`config.mk`:
```
export PLATFORM = sky130hd
export DESIGN_NAME = spr_writeback_arbiter
export DESIGN_NICKNAME = d
export VERILOG_FILES = /design/src/rtl/spr_writeback_arbiter.sv
export SDC_FILE = /design/constraint.sdc
export NUM_CORES = 1
export LEC_CHECK = 0
export BUFFER_PORTS_ARGS = -buffer_cell sky130_fd_sc_hd__clkbuf_2
export CORE_MARGIN = 2
export CORE_UTILIZATION = 55
export DETAILED_ROUTE_END_ITERATION = 8
export PLACE_DENSITY = 0.78
export RECOVER_POWER = 50
export SLEW_MARGIN = 20
export SYNTH_ARGS = -nofsm -noshare
export SYNTH_HDL_FRONTEND = slang
export SYNTH_SLANG_ARGS = --single-unit
```
`constraint.sdc`:
```
create_clock -name clk -period 3.9 [get_ports clk]
set_input_delay 0.195 -clock clk [delete_from_list [all_inputs] [get_ports clk]]
set_output_delay 0.195 -clock clk [all_outputs]
set_load 0.02 [all_outputs]
```
`src/rtl/spr_writeback_arbiter.sv`:
```
// SPR write-back arbiter: per-source result FIFOs, round-robin retirement into one registered SPR write port.
// Optional SPR_WB_ADDR_CHECK_EN: drops entries whose SPR number is not XER/LR/CTR and flags illegal_addr.
module spr_writeback_arbiter #(
  parameter int SOURCES     = 2,
  parameter int RS_ID_WIDTH = 5,
  parameter int FIFO_DEPTH  = 2
) (
  input  logic                           clk,
  input  logic                           rst,
  input  logic [SOURCES-1:0]             src_valid,
  output logic [SOURCES-1:0]             src_ready,
  input  logic [SOURCES*10-1:0]          src_addr,
  input  logic [SOURCES*32-1:0]          src_value,
  input  logic [SOURCES*RS_ID_WIDTH-1:0] src_rs_id,
  output logic [9:0]                     write_addr,
  output logic                           write_enable,
  output logic [31:0]                    write_value,
  output logic [RS_ID_WIDTH-1:0]         write_rs_id
`ifdef SPR_WB_ADDR_CHECK_EN
  ,
  output logic                           illegal_addr
`endif
);

  localparam int SRC_W = (SOURCES > 1) ? $clog2(SOURCES) : 1;
  localparam int PTR_W = (FIFO_DEPTH > 1) ? $clog2(FIFO_DEPTH) : 1;
  localparam int CNT_W = $clog2(FIFO_DEPTH + 1);

  typedef struct packed {
    logic [9:0]             addr;
    logic [31:0]            value;
    logic [RS_ID_WIDTH-1:0] rs_id;
  } entry_t;

  entry_t           mem_q    [SOURCES][FIFO_DEPTH];
  logic [PTR_W-1:0] wr_ptr_q [SOURCES];
  logic [PTR_W-1:0] rd_ptr_q [SOURCES];
  logic [CNT_W-1:0] cnt_q    [SOURCES];
  logic [CNT_W-1:0] cnt_d    [SOURCES];
  entry_t           entry_in [SOURCES];

  logic [SOURCES-1:0] push;
  logic [SOURCES-1:0] pop;
  logic               grant_vld;
  logic [SRC_W-1:0]   grant_idx;
  logic [SRC_W-1:0]   rr_ptr_q, rr_ptr_d;
  entry_t             head;

  logic                   wen_q, wen_d;
  logic [9:0]             waddr_q, waddr_d;
  logic [31:0]            wval_q, wval_d;
  logic [RS_ID_WIDTH-1:0] wrs_q, wrs_d;
`ifdef SPR_WB_ADDR_CHECK_EN
  logic                   ill_q, ill_d;
  logic                   addr_ok;
`endif

  // Ready is held low throughout reset; a full FIFO refuses pushes even when popped this cycle.
  always_comb begin
    for (int s = 0; s < SOURCES; s++) begin
      entry_in[s].addr  = src_addr[s*10 +: 10];
      entry_in[s].value = src_value[s*32 +: 32];
      entry_in[s].rs_id = src_rs_id[s*RS_ID_WIDTH +: RS_ID_WIDTH];
      src_ready[s]      = !rst && (cnt_q[s] != CNT_W'(FIFO_DEPTH));
      push[s]           = src_valid[s] && src_ready[s];
    end
  end

  always_comb begin
    int k;
    grant_vld = 1'b0;
    grant_idx = '0;
    k = 0;
    for (int i = 0; i < SOURCES; i++) begin
      k = int'(rr_ptr_q) + i;
      if (k >= SOURCES) k = k - SOURCES;
      if (!grant_vld && (cnt_q[SRC_W'(k)] != '0)) begin
        grant_vld = 1'b1;
        grant_idx = SRC_W'(k);
      end
    end
  end

  always_comb begin
    head = mem_q[grant_idx][rd_ptr_q[grant_idx]];
    for (int s = 0; s < SOURCES; s++) begin
      pop[s]   = grant_vld && (grant_idx == SRC_W'(s));
      cnt_d[s] = cnt_q[s] + CNT_W'(push[s]) - CNT_W'(pop[s]);
    end
    rr_ptr_d = rr_ptr_q;
    if (grant_vld) begin
      rr_ptr_d = (grant_idx == SRC_W'(SOURCES - 1)) ? '0 : grant_idx + SRC_W'(1);
    end
  end

  always_comb begin
    wen_d   = 1'b0;
    waddr_d = '0;
    wval_d  = '0;
    wrs_d   = '0;
`ifdef SPR_WB_ADDR_CHECK_EN
    ill_d   = 1'b0;
    addr_ok = (head.addr == 10'd1) || (head.addr == 10'd8) || (head.addr == 10'd9);
    if (grant_vld) begin
      if (addr_ok) begin
        wen_d   = 1'b1;
        waddr_d = head.addr;
        wval_d  = head.value;
        wrs_d   = head.rs_id;
      end else begin
        ill_d = 1'b1;
      end
    end
`else
    if (grant_vld) begin
      wen_d   = 1'b1;
      waddr_d = head.addr;
      wval_d  = head.value;
      wrs_d   = head.rs_id;
    end
`endif
  end

  // Output registers are cleared in reset too, so the write port reads all-zero while rst is high.
  always_ff @(posedge clk) begin
    if (rst) begin
      rr_ptr_q <= '0;
      wen_q    <= 1'b0;
      waddr_q  <= '0;
      wval_q   <= '0;
      wrs_q    <= '0;
`ifdef SPR_WB_ADDR_CHECK_EN
      ill_q    <= 1'b0;
`endif
      for (int s = 0; s < SOURCES; s++) begin
        wr_ptr_q[s] <= '0;
        rd_ptr_q[s] <= '0;
        cnt_q[s]    <= '0;
      end
    end else begin
      rr_ptr_q <= rr_ptr_d;
      wen_q    <= wen_d;
      waddr_q  <= waddr_d;
      wval_q   <= wval_d;
      wrs_q    <= wrs_d;
`ifdef SPR_WB_ADDR_CHECK_EN
      ill_q    <= ill_d;
`endif
      for (int s = 0; s < SOURCES; s++) begin
        if (push[s]) wr_ptr_q[s] <= wr_ptr_q[s] + PTR_W'(1);
        if (pop[s])  rd_ptr_q[s] <= rd_ptr_q[s] + PTR_W'(1);
        cnt_q[s] <= cnt_d[s];
      end
    end
  end

  always_ff @(posedge clk) begin
    for (int s = 0; s < SOURCES; s++) begin
      if (push[s]) mem_q[s][wr_ptr_q[s]] <= entry_in[s];
    end
  end

  assign write_enable = wen_q;
  assign write_addr   = waddr_q;
  assign write_value  = wval_q;
  assign write_rs_id  = wrs_q;
`ifdef SPR_WB_ADDR_CHECK_EN
  assign illegal_addr = ill_q;
`endif

endmodule

```
==> results of run 1 <==
kinds of logic (layout without fill, tap and decap cells):
group | after synthesis | count (layout) | share of synthesized area
flops | 246 | 246 | 0.756
mux | 94 | 94 | 0.110
simple gates | 75 | 75 | 0.0462
compound gates | 55 | 55 | 0.0561
buf+inv | 40 | 303 | 0.0216
fa+ha+maj | 4 | 4 | 0.00553
xor+xnor | 4 | 4 | 0.00387
other cells | 0 | 1 | 0
stage by stage:
step | util | std cells | total power [mW]
after floorplan | - | 518 | 5.11
final | 0.734 | 998 | 8.39
after CTS | 0.742 | 996 | 8.44
after detailed placement | 0.625 | 857 | 5.75
after global placement | 0.625 | 857 | 5.67
after global routing | 0.734 | 998 | 8.71
power by group through the flow:
stage / logic (mW) / clock network [mW] / registers [mW]
final: 2.32 / 2.64 / 3.43
after detailed placement: 2.25 / 0 / 3.51
after global routing: 2.49 / 2.77 / 3.46
after global placement: 2.19 / 0 / 3.49
after floorplan: 1.44 / 0 / 3.66
after CTS: 2.34 / 2.65 / 3.46
routing by layer:
| metal | GRT usage | wire length, µm | vias to the layer above |
|---|---|---|---|
| met5 | 0 | 0 | - |
| met4 | 0.0699 | 543 | 0 |
| met3 | 0.0369 | 1110 | 46 |
| met2 | 0.391 | 9900 | 220 |
| met1 | 0.295 | 8350 | 2755 |
| li1 | - | - | 2505 |
sequential cells by signal (all words and copies together) (netlist names), named ones only:
register / cells
wr_ptr_q: 2
write_addr: 10
mem_q: 188
write_rs_id: 5
rd_ptr_q: 2
cnt_q: 4
write_enable: 1
rr_ptr_q: 1
write_value: 32
worst min-delay path by stage:
stage / cells past startpoint / startpoint / endpoint
detailed placement: 1 / src_rs_id[2] / mem_q[0][49]
global route: 2 / rst / cnt_q[1][1]
CTS: 2 / rst / cnt_q[0][0]
floorplan: 0 / src_rs_id[0] / mem_q[0][0]
finish: 2 / rst / cnt_q[0][0]
global placement: 1 / src_value[63] / mem_q[1][36]
cells in the mapped netlist, types with 3 or more instances:
cell type	instances	share of area
a211oi_1	29	0.024
a211oi_2	20	0.028
buf_2	12	0.0066
buf_6	3	0.0037
clkbuf_1	13	0.0054
dfxtp_1	54	0.12
edfxtp_1	192	0.64
ha_1	4	0.0055
inv_1	8	0.0033
mux2_2	47	0.058
mux2i_1	47	0.052
nor2_1	10	0.0041
nor2b_1	4	0.0028
nor3_1	49	0.027
or2_2	3	0.0021
area by class of cell:
| type | count | area, µm² |
|---|---|---|
| diodes | 1 | 2.50 |
| well taps | 216 | 270 |
| clock buffers | 32 | 702 |
| multi-input cells | 232 | 2050 |
| repair buffers | 250 | 1620 |
| inverters | 8 | 30.0 |
| flip-flops and latches | 246 | 6850 |
| fillers | 1054 | 4260 |
| clock inverters | 13 | 221 |
==> results_dict.tcl, run 1 <==
set metrics [dict create \
    start_util 0.566 \
    cts.hold.buffers_added 94 \
    cts_resized 0 \
    dp_slack_ns 1.27 \
    cp_num_buf_inv 2 \
    crit_path_max_incr_delay_ns 0.51 \
    endpoint "cnt_q[1][1]" \
    ys_warn_count 0 \
    cp-end-kind "flip-flop" \
    clkPwrFrac 0.315 \
    wl_per_cell_um 19.9 \
    status "complete, no violations" \
    synth-seq-area-share 0.756 \
    critPathMaxFanout 48 \
    cp_slowest_cell "nor3_1" \
    grt_start_max_net_pins 51 \
    worstPathRequired_ns 4.29 \
    cp_data_arrival_time_ns 3.06 \
    p_per_area_nw_per_um2 715 \
    drive_gt1_frac 0.195 \
    drt-total-wl_um 19900 \
    die_area_um2 17500 \
    die_h_um 132 \
    slew_headroom 0.409 \
    core_um2 16000 \
    r2r_start "cnt_q[0][1]" \
    grt_overflow_total 0 \
    die_w_um 132 \
    antenna_found_initial 1 \
    setup_violations 0 \
    p_sw_mw 2.62 \
    setup_ws_ns 1.23 \
    r2r_slack_ns 1.23 \
    crit_path_frequent_cell "ha_1" \
    p_leak_nw 4.08 \
    h-tree-depth 1 \
    io_buffer_count 147 \
    final_area_um2 11700 \
    ys_async_sr_fraction 0 \
    finalSetupTns_ns 0 \
    synth_area_per_cell_um2 17.5 \
    finalClockSkew_ns 0.0154 \
    firstDrtPassIters 4 \
    crit_family "simple AND/OR/NAND/NOR gates" \
    nets 865 \
    vias_per_cell 5.54 \
    finalMaxSlewViolations 0 \
    syn_inst 518 \
    final_common_cell "edfxtp_1" \
    crit_chain "nor3_1, nor3b_4, or2_2, buf_4, ha_1, inv_1, ha_1, xor2_1, xnor2_1, nor2_1" \
    cts_setup_buffers 0 \
    dpl_cell_area_um2 10000 \
    holdWs_ns 0.0513 \
    vdd_drop_max_mv 0.628 \
    synth_ff_type "edfxtp_1" \
    reg2regPathDepth 10 \
    drtIter0Drc 402 \
    ant_nets 0 \
    area_delta_synth_final_pct 29.7 \
    critPathKind "flip-flop to flip-flop" \
    r2r_end "cnt_q[1][1]" \
    internal_power_mw 5.77 \
    cts_tree "built" \
    cts-root-buf "clkbuf_16" \
    clk_latency_ns 0.52 \
    startpoint "cnt_q[0][1]" \
    syn-cell-area_um2 9050 \
    min_period_ns 2.67 \
    mostFrequentLayoutCells "edfxtp_1, clkbuf_1, dlygate4sd3_1" \
    tightest_slew_ns 0.886 \
    routabilityCongestion 0.795 \
    max_clock_freq_ghz 0.374 \
    comb_power_share 0.277 \
    hp-class "primary input to flip-flop" \
    yosys_register_bits 246 \
    cts_buffers 25 \
    grt_pass1_wl_um 30900 \
    swShare 0.312 \
    grt_pass1_vias 5736 \
    dpl.hpwl_um 11000 \
    rsz0062_at_grt "false" \
    cts.sinks 246 \
    clkTransAtPathRegs_ns 0.06 \
    cts_buffer_depth 3 \
    pwr-share-seq 0.408 \
    synth_cell_type_count 31 \
    synth-edff-count 192 \
    grt_usage 0.226 \
    hold_viol 0 \
    path_depth 10 \
    drc 0 \
    io_pins 148 \
    via_count 5526 \
    finalCritPeriodShare 0.685 \
    critPathLaunchType "flip-flop" \
    rows 46 \
    synth_fp_nets 620 \
    maxCapViolCount 0 \
]
Note: power is estimated with default switching activity, not from simulation.
==> run 2: changes to the inputs <==
ABC_AREA = 1   (was not set)
CORE_UTILIZATION = 51   (was 55)
PLACE_DENSITY = 0.76   (was 0.78)
clock period = 2.3 ns   (was 3.9 ns; I/O delays follow)
==> results_dict.tcl, run 2 <==
set metrics [dict create \
    vias_per_cell 4.96 \
    min_period_ns 2.07 \
    cts_buffers 25 \
    cts_buffer_depth 3 \
    ys_top_cells_by_area "edfxtp_1, nand2_1, dfxtp_1, nand3_1, inv_1" \
    drtIter0Drc 477 \
    die_h_um 142 \
    syn_inst 920 \
    crit_family "buffers and inverters" \
    cp_num_buf_inv 3 \
    p_leak_nw 5.32 \
    wl_per_cell_um 15.4 \
    worstPathRequired_ns 2.69 \
    reg2regPathDepth 9 \
    dpl.hpwl_um 12500 \
    r2r_slack_ns 0.23 \
    yosysTopAreaCell "edfxtp_1" \
    maxCapViolCount 0 \
    ant_nets 0 \
    p_per_area_nw_per_um2 1220 \
    slew_headroom 0.623 \
    grt_usage 0.218 \
    synth_fp_nets 1022 \
    h-tree-depth 1 \
    finalSetupTns_ns 0 \
    numPlacedInstances 1275 \
    cts_setup_buffers 0 \
    critPathLaunchType "flip-flop" \
    status "complete, no violations" \
    core_um2 18600 \
    crit_chain "inv_1, nand4_4, buf_4, nand3b_1, nand2_4, buf_12, nand2_1, nand2_1, nor2_1" \
    hp-class "primary input to flip-flop" \
    grt_pass1_vias 7019 \
    antenna_found_initial 2 \
    routabilityCongestion 0.777 \
    finalMaxSlewViolations 0 \
    final_common_cell "nand2_1" \
    critPathMaxFanout 54 \
    fillers 1402 \
    seq_area_um2 6850 \
    rows 50 \
    endpoint "write_addr[3]" \
    ys_warn_count 0 \
    clk_latency_ns 0.50 \
    cts.sinks 246 \
    rsz0062_at_grt "false" \
    cts.hold.buffers_added 95 \
    fin_cells 1418 \
    finalPower_mw 15.0 \
    mostFrequentLayoutCells "nand2_1, edfxtp_1, clkbuf_1" \
    die_w_um 142 \
    cp-end-kind "flip-flop" \
    die_area_um2 20100 \
    max_clock_freq_ghz 0.483 \
    finalClockSkew_ns 0.00894 \
    final_area_um2 12300 \
    setup_violations 0 \
    startpoint "rr_ptr_q" \
    nets 1265 \
    cp_data_arrival_time_ns 2.46 \
    drt-total-wl_um 21800 \
    synth_ff_type "edfxtp_1" \
    area_delta_synth_final_pct 27.8 \
    synth_commonest_cells "nand2_1, edfxtp_1, inv_1, nor2_1, nand3_1" \
    yosys_register_bits 246 \
    synth_area_per_cell_um2 10.5 \
    r2r_end "write_addr[3]" \
    path_depth 9 \
    hold_viol 0 \
    cts_resized 0 \
    synth_most_common_cell "nand2_1" \
    multi_input_area_um2 2210 \
    dpl_cell_area_um2 10700 \
    io_pins 148 \
    drc 0 \
    grt_start_max_net_pins 97 \
    vdd_drop_max_mv 1.10 \
    synth.top_cell.area_share 0.597 \
    drive_gt1_frac 0.0720 \
    r2r_start "rr_ptr_q" \
    via_count 7027 \
    cp_slowest_cell "buf_4" \
    cts_tree "built" \
    finalCritPeriodShare 0.900 \
    largest_reg_flops 188 \
    critPathKind "flip-flop to flip-flop" \
    tightest_slew_ns 0.566 \
    syn-cell-area_um2 9660 \
    firstDrtPassIters 5 \
    clkTransAtPathRegs_ns 0.06 \
    synth-edff-count 192 \
    crit_path_frequent_cell "nand2_1" \
    crit_path_max_incr_delay_ns 0.48 \
    ys_async_sr_fraction 0 \
    io_buffer_count 147 \
    start_util 0.518 \
    post-route-util 0.662 \
    grt_pass1_wl_um 34200 \
    synth-seq-area-share 0.709 \
    grt_overflow_total 0 \
    cts-root-buf "clkbuf_16" \
    synth_cell_type_count 22 \
]
run 2: cell types whose count changed after synthesis, moves of 47 or more:
cell	before	now
nand3_1	0	96
nor2_1	10	109
mux2i_1	47	0
inv_1	8	110
nor3_1	49	0
mux2_2	47	0
nand2_1	0	291
run 2: how the worst min path moves through the flow:
stage,start,to,slack (ns),cells after the start
after global placement,src_value[55],mem_q[1][28],0.30,1
after floorplan,rst,cnt_q[0][0],0.19,1
final,src_valid[1],wr_ptr_q[0][1],0.11,3
after CTS,src_valid[1],wr_ptr_q[0][1],0.1,3
after detailed placement,src_value[20],mem_q[0][72],0.31,1
after global routing,src_valid[1],wr_ptr_q[0][1],0.13,3
run 2: final cells by class:
type,instances,share of cell area
multi-input combinational,518,0.179
clock inverter,14,0.0135
sequential,246,0.555
timing repair buffer,261,0.140
clock buffer,31,0.0542
antenna,3,0.000609
inverter,111,0.0338
tap,234,0.0237
run 2: metrics by stage:
step | hold slack, ns | worst slack (ns)
after global placement | 0.304 | 0.338
after detailed placement | 0.309 | 0.266
final | 0.109 | 0.230
after floorplan | 0.186 | -0.363
after global routing | 0.131 | 0.0857
after CTS | 0.0975 | 0.249
run 2: layer usage:
layer  wire (µm)  global-route usage  vias to the layer above
met2       11400               0.399                      211
met3        1170              0.0344                       53
li1            -                   -                     3433
met5           0                   0                        -
met1        8630               0.257                     3330
met4         618              0.0868                        0
run 2: worst reg2reg max path: stages (launching register included):
cell,delay (ns)
dfxtp_1,0.39
inv_1,0.11
nand4_4,0.13
buf_4,0.48
nand3b_1,0.21
nand2_4,0.14
buf_12,0.23
nand2_1,0.13
nand2_1,0.08
nor2_1,0.05
run 2: power by group:
| group | total, mW | switching (mW) | leakage [nW] | internal [mW] |
|---|---|---|---|---|
| registers | 5.66 | 0.205 | 2.21 | 5.46 |
| logic | 5.29 | 3.62 | 2.69 | 1.67 |
| clock network | 4.09 | 1.59 | 0.416 | 2.50 |
run 2: kinds of logic (layout without fill, tap and decap cells):
kind of cell / after synthesis / after routing / synth area share
AND/OR/NAND/NOR: 503 / 503 / 0.211
flip-flops: 246 / 246 / 0.709
buffers and inverters: 156 / 417 / 0.0684
AO/OA/AOI/OAI: 9 / 9 / 0.00466
adder cells (fa/ha/maj): 4 / 4 / 0.00518
XOR/XNOR: 2 / 2 / 0.00181
other: 0 / 3 / 0
==> run 3: changes to the inputs <==
BUFFER_PORTS_ARGS = not set   (was -buffer_cell sky130_fd_sc_hd__clkbuf_2)
CORE_UTILIZATION = 55   (was 51)
DONT_BUFFER_PORTS = 1   (was not set)
PLACE_DENSITY = 0.73   (was 0.76)
==> results_dict.tcl, run 3 (synthesis results as in run 2) <==
set metrics [dict create \
    routabilityCongestion 0.804 \
    clk_latency_ns 0.51 \
    core_um2 17200 \
    die_w_um 137 \
    setup_violations 0 \
    grt_usage 0.218 \
    rsz0062_at_grt "false" \
    drt-total-wl_um 20400 \
    drive_gt1_frac 0.0654 \
    cts-root-buf "clkbuf_16" \
    grt_pass1_wl_um 31500 \
    wl_per_cell_um 16.1 \
    finalMaxSlewViolations 0 \
    crit_chain "nor2_1, nand4_4, nand2_4, nor2_1, ha_1, inv_1, ha_1, xor2_1, o21ai_0, a21oi_1" \
    numPlacedInstances 1122 \
    clkTransAtPathRegs_ns 0.06 \
    antenna_found_initial 2 \
    area_delta_synth_final_pct 21.7 \
    rows 48 \
    via_count 6346 \
    ant_nets 0 \
    grt_overflow_total 0 \
    nets 1122 \
    holdWs_ns 0.0733 \
    holdPathStages 2 \
    cp_slowest_cell "dfxtp_1" \
    cts_setup_buffers 0 \
    largest_reg_flops 188 \
    finalSetupTns_ns 0 \
    dpl.hpwl_um 11200 \
    cp_data_arrival_time_ns 2.27 \
    dp_slack_ns 0.431 \
    finalClockSkew_ns 0.0129 \
    hp-start "src_valid[0]" \
    finalCritPeriodShare 0.816 \
    start_util 0.560 \
    fin_cells 1266 \
    critPathKind "flip-flop to flip-flop" \
    vias_per_cell 5.01 \
    cp-end-kind "flip-flop" \
    mostFrequentLayoutCells "nand2_1, edfxtp_1, inv_1" \
    reg2regPathDepth 10 \
    drc 0 \
    cts.sinks 246 \
    critPathMaxFanout 5 \
    critPathLaunchType "flip-flop" \
    h-tree-depth 1 \
    p_leak_nw 5.08 \
    cts_buffer_depth 3 \
    grt_pass1_vias 6222 \
    cts_buffers 25 \
    io_pins 148 \
    hold_viol 0 \
    p_per_area_nw_per_um2 1250 \
    r2r_slack_ns 0.42 \
    final_common_cell "nand2_1" \
    cts_tree "built" \
    crit_path_max_incr_delay_ns 0.34 \
    vdd_drop_max_mv 0.928 \
    slew_headroom 0.607 \
    max_clock_freq_ghz 0.533 \
    io_buffer_count 0 \
    drtIter0Drc 305 \
    setup_ws_ns 0.423 \
    r2r_end "cnt_q[0][1]" \
    die_h_um 137 \
    hp-class "primary input to flip-flop" \
    r2r_start "cnt_q[0][1]" \
    hold_path_end "wr_ptr_q[0][0]" \
    min_period_ns 1.88 \
    status "complete, no violations" \
    worstPathRequired_ns 2.69 \
    firstDrtPassIters 6 \
    grt_start_max_net_pins 53 \
    die_area_um2 18600 \
    tightest_slew_ns 0.590 \
    maxCapViolCount 0 \
]
run 3: changes by cell type in the layout (fill, tap and decap cells not counted), sizes merged:
| cell | before | now |
|---|---|---|
| inv | 111 | 112 |
| clkinv | 10 | 8 |
| bufinv | 4 | 2 |
| dlygate4sd3 | 95 | 96 |
| diode | 3 | 2 |
| clkbuf | 175 | 38 |
| buf | 22 | 19 |
run 3: power breakdown:
| group | switching, mW | leakage [nW] | internal (mW) | total [mW] |
|---|---|---|---|---|
| Combinational | 3.19 | 2.47 | 1.50 | 4.70 |
| Clock | 1.60 | 0.406 | 2.36 | 3.96 |
| Sequential | 0.571 | 2.21 | 5.46 | 6.03 |
| Total | 5.36 | 5.08 | 9.32 | 14.7 |
run 3: cell type report:
type                       count  area, µm²
clock inverter                11        115
antenna                        2       5.00
multi-input combinational    518       2210
inverter                     111        417
sequential                   246       6850
tap                          225        282
fill                        1223       5480
timing repair buffer         118       1180
clock buffer                  35        703
run 3: worst max-delay path: cells and delay by family (launching register included):
kind            cells  cell delay (ns)
flops               1             0.34
compound gates      2             0.19
fa+ha+maj           2             0.46
buf+inv             1             0.04
xor+xnor            1             0.15
simple gates        4             0.59
run 3: timing repair:
action	4_1_cts	5_1_grt
gates resized for setup	0	0
hold buffers	96	0
hold endpoints to repair	201	0
run 3: routing by layer:
layer,global-route usage,share of wire,vias to the layer above
li1,-,-,3141
met5,0,0,-
met1,0.260,0.40,2983
met3,0.0419,0.060,30
met4,0.0654,0.019,0
met2,0.399,0.53,192
run 3: worst max-delay path by stage:
stage,from,end,slack (ns),depth (start not counted)
2_1_floorplan,cnt_q[0][0],mem_q[0][47],-0.36,4
3_3_place_gp,cnt_q[0][1],cnt_q[0][1],0.46,10
3_5_place_dp,cnt_q[0][1],cnt_q[0][1],0.43,10
4_1_cts,cnt_q[0][1],cnt_q[0][1],0.42,10
5_1_grt,cnt_q[0][1],write_value[14],0.27,9
6_report,cnt_q[0][1],cnt_q[0][1],0.42,10
run 3: metrics by stage:
| stage | util | instance area (µm²) | power (mW) |
|---|---|---|---|
| detailed placement | 0.579 | 9980 | 10.6 |
| floorplan | - | 9670 | 9.60 |
| global route | 0.682 | 11800 | 15.6 |
| finish | 0.682 | 11800 | 14.7 |
| CTS | 0.682 | 11800 | 14.7 |
| global placement | 0.579 | 9980 | 10.5 |
